### src/rtl/writeback_unit.sv
// Writeback stage: merges ALU results and RAM load responses onto the single register-file
// write port, extends loaded bytes/halves, times out lost loads and stalls decode on load-use.
module writeback_unit #(
    parameter int unsigned MEM_TIMEOUT = 15
) (
    input  logic        Clock,
    input  logic        Reset_n,
    input  logic        Alu_valid,
    input  logic [4:0]  Alu_rd,
    input  logic [31:0] Alu_result,
    input  logic        Load_valid,
    input  logic [4:0]  Load_rd,
    input  logic [2:0]  Load_funct3,
    input  logic [1:0]  Load_byte_off,
    input  logic        Mem_ready,
    input  logic [31:0] Mem_rdata,
    input  logic [4:0]  Rs1_addr,
    input  logic [4:0]  Rs2_addr,
    output logic [4:0]  Write_addr,
    output logic        Write_En,
    output logic [31:0] Write_data,
    output logic        Stall,
    output logic        Load_error
);
    typedef enum logic {IDLE, WAIT_MEM} state_t;

    localparam logic [7:0] TIMEOUT_LAST = 8'(MEM_TIMEOUT - 1);

    state_t      state_q;
    logic [4:0]  pend_rd_q;
    logic [2:0]  pend_f3_q;
    logic [1:0]  pend_off_q;
    logic [7:0]  cnt_q;
    logic        skid_full_q;
    logic [4:0]  skid_rd_q;
    logic [31:0] skid_data_q;
    logic        we_q;
    logic [4:0]  wa_q;
    logic [31:0] wd_q;
    logic        err_q;

    logic        waiting;
    logic        resp;
    logic        load_take;
    logic        load_legal;
    logic [7:0]  byte_sel;
    logic [15:0] half_sel;
    logic [31:0] load_data_d;

    always_comb begin
        waiting   = (state_q == WAIT_MEM);
        resp      = waiting && Mem_ready;
        // A held load is not taken while the skid entry drains; upstream re-presents it.
        load_take = (state_q == IDLE) && Load_valid && !skid_full_q;

        case (Load_funct3)
            3'd0, 3'd4: load_legal = 1'b1;
            3'd1, 3'd5: load_legal = !Load_byte_off[0];
            3'd2:       load_legal = (Load_byte_off == 2'd0);
            default:    load_legal = 1'b0;
        endcase

        byte_sel = Mem_rdata[{pend_off_q, 3'b000} +: 8];
        half_sel = pend_off_q[1] ? Mem_rdata[31:16] : Mem_rdata[15:0];

        case (pend_f3_q)
            3'd0:    load_data_d = {{24{byte_sel[7]}}, byte_sel};
            3'd1:    load_data_d = {{16{half_sel[15]}}, half_sel};
            3'd4:    load_data_d = {24'd0, byte_sel};
            3'd5:    load_data_d = {16'd0, half_sel};
            default: load_data_d = Mem_rdata;
        endcase
    end

    assign Stall = skid_full_q
                 || (waiting && Load_valid)
                 || (waiting && !Mem_ready && (pend_rd_q != 5'd0)
                     && ((Rs1_addr == pend_rd_q) || (Rs2_addr == pend_rd_q)));

    always_ff @(posedge Clock) begin
        if (!Reset_n) begin
            state_q     <= IDLE;
            pend_rd_q   <= '0;
            pend_f3_q   <= '0;
            pend_off_q  <= '0;
            cnt_q       <= '0;
            skid_full_q <= 1'b0;
            skid_rd_q   <= '0;
            skid_data_q <= '0;
            we_q        <= 1'b0;
            wa_q        <= '0;
            wd_q        <= '0;
            err_q       <= 1'b0;
        end else begin
            we_q  <= 1'b0;
            err_q <= 1'b0;

            // Skid only ever holds a non-zero rd, so it always writes.
            if (skid_full_q) begin
                skid_full_q <= 1'b0;
                we_q        <= 1'b1;
                wa_q        <= skid_rd_q;
                wd_q        <= skid_data_q;
            end else if (resp) begin
                if (pend_rd_q != 5'd0) begin
                    we_q <= 1'b1;
                    wa_q <= pend_rd_q;
                    wd_q <= load_data_d;
                end
                if (Alu_valid && (Alu_rd != 5'd0)) begin
                    skid_full_q <= 1'b1;
                    skid_rd_q   <= Alu_rd;
                    skid_data_q <= Alu_result;
                end
            end else if (Alu_valid && (Alu_rd != 5'd0)) begin
                we_q <= 1'b1;
                wa_q <= Alu_rd;
                wd_q <= Alu_result;
            end

            case (state_q)
                IDLE: begin
                    if (load_take) begin
                        if (load_legal) begin
                            state_q    <= WAIT_MEM;
                            pend_rd_q  <= Load_rd;
                            pend_f3_q  <= Load_funct3;
                            pend_off_q <= Load_byte_off;
                            cnt_q      <= '0;
                        end else begin
                            err_q <= 1'b1;
                        end
                    end
                end
                WAIT_MEM: begin
                    if (Mem_ready) begin
                        state_q <= IDLE;
                    end else if (cnt_q == TIMEOUT_LAST) begin
                        state_q <= IDLE;
                        err_q   <= 1'b1;
                    end else begin
                        cnt_q <= cnt_q + 8'd1;
                    end
                end
                default: state_q <= IDLE;
            endcase
        end
    end

    assign Write_En   = we_q;
    assign Write_addr = wa_q;
    assign Write_data = wd_q;
    assign Load_error = err_q;
endmodule

### config.mk
export PLATFORM = sky130hd
export DESIGN_NAME = writeback_unit
export DESIGN_NICKNAME = d
export VERILOG_FILES = /design/src/rtl/writeback_unit.sv
export SDC_FILE = /design/constraint.sdc
export NUM_CORES = 1
export LEC_CHECK = 0
export ABC_AREA = 0
export BUFFER_PORTS_ARGS = -buffer_cell sky130_fd_sc_hd__buf_2
export CAP_MARGIN = 20
export CORE_MARGIN = 2
export CORE_UTILIZATION = 53
export DETAILED_ROUTE_END_ITERATION = 12
export PLACE_DENSITY = 0.8
export SLEW_MARGIN = 10
export SYNTH_ARGS = -nofsm -noshare
export SYNTH_HDL_FRONTEND = slang
export SYNTH_SLANG_ARGS = --single-unit
export TNS_END_PERCENT = 20
### constraint.sdc
create_clock -name Clock -period 2.2 [get_ports Clock]
set_input_delay 0.22 -clock Clock [delete_from_list [all_inputs] [get_ports Clock]]
set_output_delay 0.22 -clock Clock [all_outputs]
set_load 0.02 [all_outputs]
==> flow_metrics.tcl <==
set metrics [dict create \
    status "complete, no violations" \
    syn_area_um2 5116 \
    grt_max_degree 45 \
    die_h_um 102.3 \
    numPortBuffers 133 \
    synth.distinct_cells 50 \
    crit_type "reg -> out" \
    cap_violations 0 \
    grt_pass1_vias 4951 \
    postSynth.asyncResetShare_pct 0 \
    ys_ff_latch 96 \
    antenna_found_initial 0 \
    overflow 0 \
    first_pass_iters 5 \
    end_kind "primary output" \
    core_area_um2 9284 \
    yosys-top-cells-area "dfxtp_1 38%, nand2_1 13%, a21boi_0 9.2%" \
    grtUsageTotal_pct 29.09 \
    syn-mean-instance-area_um2 7.775 \
    clock-sinks 96 \
    worstHoldPathType "in -> reg" \
    worst_pin_slew_ns 0.7091 \
    p_total_mw 3.703 \
    relSlewSlack_pct 52.63 \
    area_growth_pct 19.20 \
    vias 5239 \
    postCtsSetupBuffers 0 \
    post-route-min-period_ns 2.055 \
    die_w_um 102.3 \
    nNetsFinal 870 \
    ctsHtreeMaxLevel 3 \
    num_antenna_cells 0 \
    wl_per_cell_um 16.42 \
    drc 0 \
    cts-buffers-inserted 9 \
    clockRootBuffer "clkbuf_8" \
    yosysTopAreaCell "dfxtp_1" \
    final_max_slew_viol_count 0 \
    p_switching_mw 1.173 \
    ys.flop_type "dfxtp_1" \
    grt_setup_unrepaired "no" \
    cts_tree "built" \
    yosys.area.top_type_share_pct 37.56 \
    max_freq_ghz 0.4866 \
    setup_violations 0 \
    critical_path_arrival_ns 1.84 \
    worstPathMaxFanout 5 \
    start_util_pct 55.11 \
    fin_crit_sh_pct 93.42 \
    ys.warnings.count 0 \
    synth_edf_count 0 \
    syn_nets 754 \
    drt_iter0_drc 331 \
    peakVddDrop_mv 0.4152 \
    drive_above_1_share_pct 24.90 \
    skew_ns 0.01414 \
    switching_share_pct 31.67 \
    io_pins 134 \
    power.internal_mw 2.530 \
    power_density_nw_per_um2 607.2 \
    rows 35 \
    ys_seq_area_share_pct 37.56 \
    vias_per_cell 5.770 \
    p_clk_share_pct 30.8 \
    cp-start-kind "register" \
    dp_hpwl_um 11000 \
    clk_pin_slew_worst_paths_ns 0.11 \
    fin_util_pct 65.69 \
    comb_power_share_pct 18.6 \
    postSynthCellCount 658 \
    hold_violations 0 \
    postCtsHoldBufs 0 \
    clockBufferDepth 2 \
    insertion_delay_ns 0.38 \
    required_ns 1.98 \
    seqPwrFrac_pct 50.5 \
    drt_wl_total_um 14910 \
    finalWeightedCongestion 0.9217 \
    finalSetupTns_ns 0 \
    drtAntennaViolNets 0 \
    grt_pass1_wl_um 23940 \
    p_leak_nw 2.469 \
    dieArea_um2 10460 \
]
==> power groups by stage <==
| stage | clock, mW | sequential (mW) | combinational, mW |
|---|---|---|---|
| after CTS | 1.15 | 1.87 | 0.684 |
| after global placement | 0 | 1.91 | 0.666 |
| after floorplan | 0 | 1.97 | 0.343 |
| final | 1.14 | 1.87 | 0.690 |
| after detailed placement | 0 | 1.91 | 0.681 |
| after global routing | 1.22 | 1.88 | 0.752 |
==> per-layer routing <==
layer / wire length [µm] / GRT usage (%) / vias up
met2: 7276 / 48.84 / 204
met1: 6284 / 37.91 / 2461
met3: 992 / 4.856 / 32
met5: 0 / 0 / -
met4: 352 / 10.36 / 0
li1: - / - / 2542
==> Yosys cell counts, drive strengths merged, types with 2 or more instances <==
| library cell | number |
|---|---|
| buf | 16 |
| nand2b | 2 |
| a32oi | 7 |
| a21oi | 46 |
| dfxtp | 96 |
| xor2 | 6 |
| a31oi | 18 |
| clkbuf | 35 |
| nor3b | 2 |
| a31o | 9 |
| or3 | 5 |
| nor2 | 22 |
| nand2 | 172 |
| ha | 2 |
| o221ai | 8 |
| nor4b | 2 |
| a32o | 16 |
| nor2b | 23 |
| xnor2 | 8 |
| nor3 | 12 |
| nor4 | 3 |
| o211ai | 2 |
| a21boi | 65 |
| o21ai | 33 |
| nand3 | 13 |
| inv | 4 |
| and2 | 4 |
| mux2i | 13 |
==> layout make-up <==
type / instances / area [µm²]
fill: 842 / 3186
multi-input combinational: 507 / 2950
sequential: 96 / 1923
timing repair buffer: 156 / 860.8
tap: 129 / 161.4
clock buffer: 9 / 123.9
clock inverter: 7 / 63.81
inverter: 4 / 15.01
==> registers in the layout (all words and copies together), names as in the netlist, 2 cells and up <==
name / flops
pend_rd_q: 5
pend_f3_q: 3
cnt_q: 8
skid_data_q: 32
pend_off_q: 2
skid_rd_q: 5
Write_addr: 5
Write_data: 32
==> cells in the final DEF (no fill, tap or decap), types with 2 or more instances in the layout <==
master      count
mux2i_1        13
nor2b_1        23
buf_4          20
a32o_1         16
or3_1           4
clkbuf_8        9
nor3b_1         2
a31o_2          9
nor4_1          3
o221ai_1        8
a21boi_2        2
and2_1          4
buf_12          2
inv_1           4
nand3_1        12
a31oi_1        18
dfxtp_1        95
nand2b_1        2
clkinvlp_4      2
nand2_1       171
xnor2_1         8
xor2_1          6
ha_1            2
a32oi_1         7
o21ai_0        33
clkinv_4        2
inv_8           2
buf_2         133
a21boi_0       63
o211ai_2        2
nor2_1         22
a21oi_1        46
nor3_1         12
==> final timing paths <==
| check | cells after the start | slack [ns] | from | end |
|---|---|---|---|---|
| setup / recovery | 6 | 0.14 | pend_rd_q[0] | Stall |
| hold reg to reg | 2 | 0.46 | skid_data_q[4] | Write_data[4] |
| hold / removal | 3 | 0.09 | Alu_result[25] | skid_data_q[25] |
| setup reg to reg | 5 | 0.17 | pend_rd_q[4] | Write_data[10] |
==> worst max-delay path, cell delays in order, from the launching register on <==
cell and delay (ns):
dfxtp_1 0.46, xnor2_1 0.16, nand3_1 0.09, nor3_1 0.19, a31oi_1 0.07, o31ai_1 0.28
buf_2 0.21
==> stage by stage <==
| step | std cells | instance area (µm²) | setup slack [ns] | hold WS, ns |
|---|---|---|---|---|
| final | 908 | 6098 | 0.1448 | 0.09412 |
| after global routing | 908 | 6098 | 0.02911 | 0.1016 |
| after CTS | 907 | 6091 | 0.03720 | 0.08697 |
| after detailed placement | 891 | 5903 | 0.03412 | 0.4506 |
| after global placement | 891 | 5903 | 0.1168 | 0.4485 |
| after floorplan | 658 | 5116 | 0.3891 | 0.3649 |
==> logic make-up (layout without fill, tap and decap cells) <==
family,after synthesis,after routing,synth area share [%]
adder cells (fa/ha/maj),2,2,0.4890
AO/OA/AOI/OAI,212,212,29.10
multiplexers,13,13,2.543
AND/OR/NAND/NOR,266,266,23.11
flip-flops,96,96,37.56
XOR/XNOR,14,14,2.397
buffers and inverters,55,176,4.793
==> repair_timing <==
action / 4_1_cts / 5_1_grt
endpoints found under the setup margin: 0 / 5
gates resized for setup: 0 / 2
hold endpoints to repair: 0 / 0
Note: power is estimated with default switching activity, not from simulation.
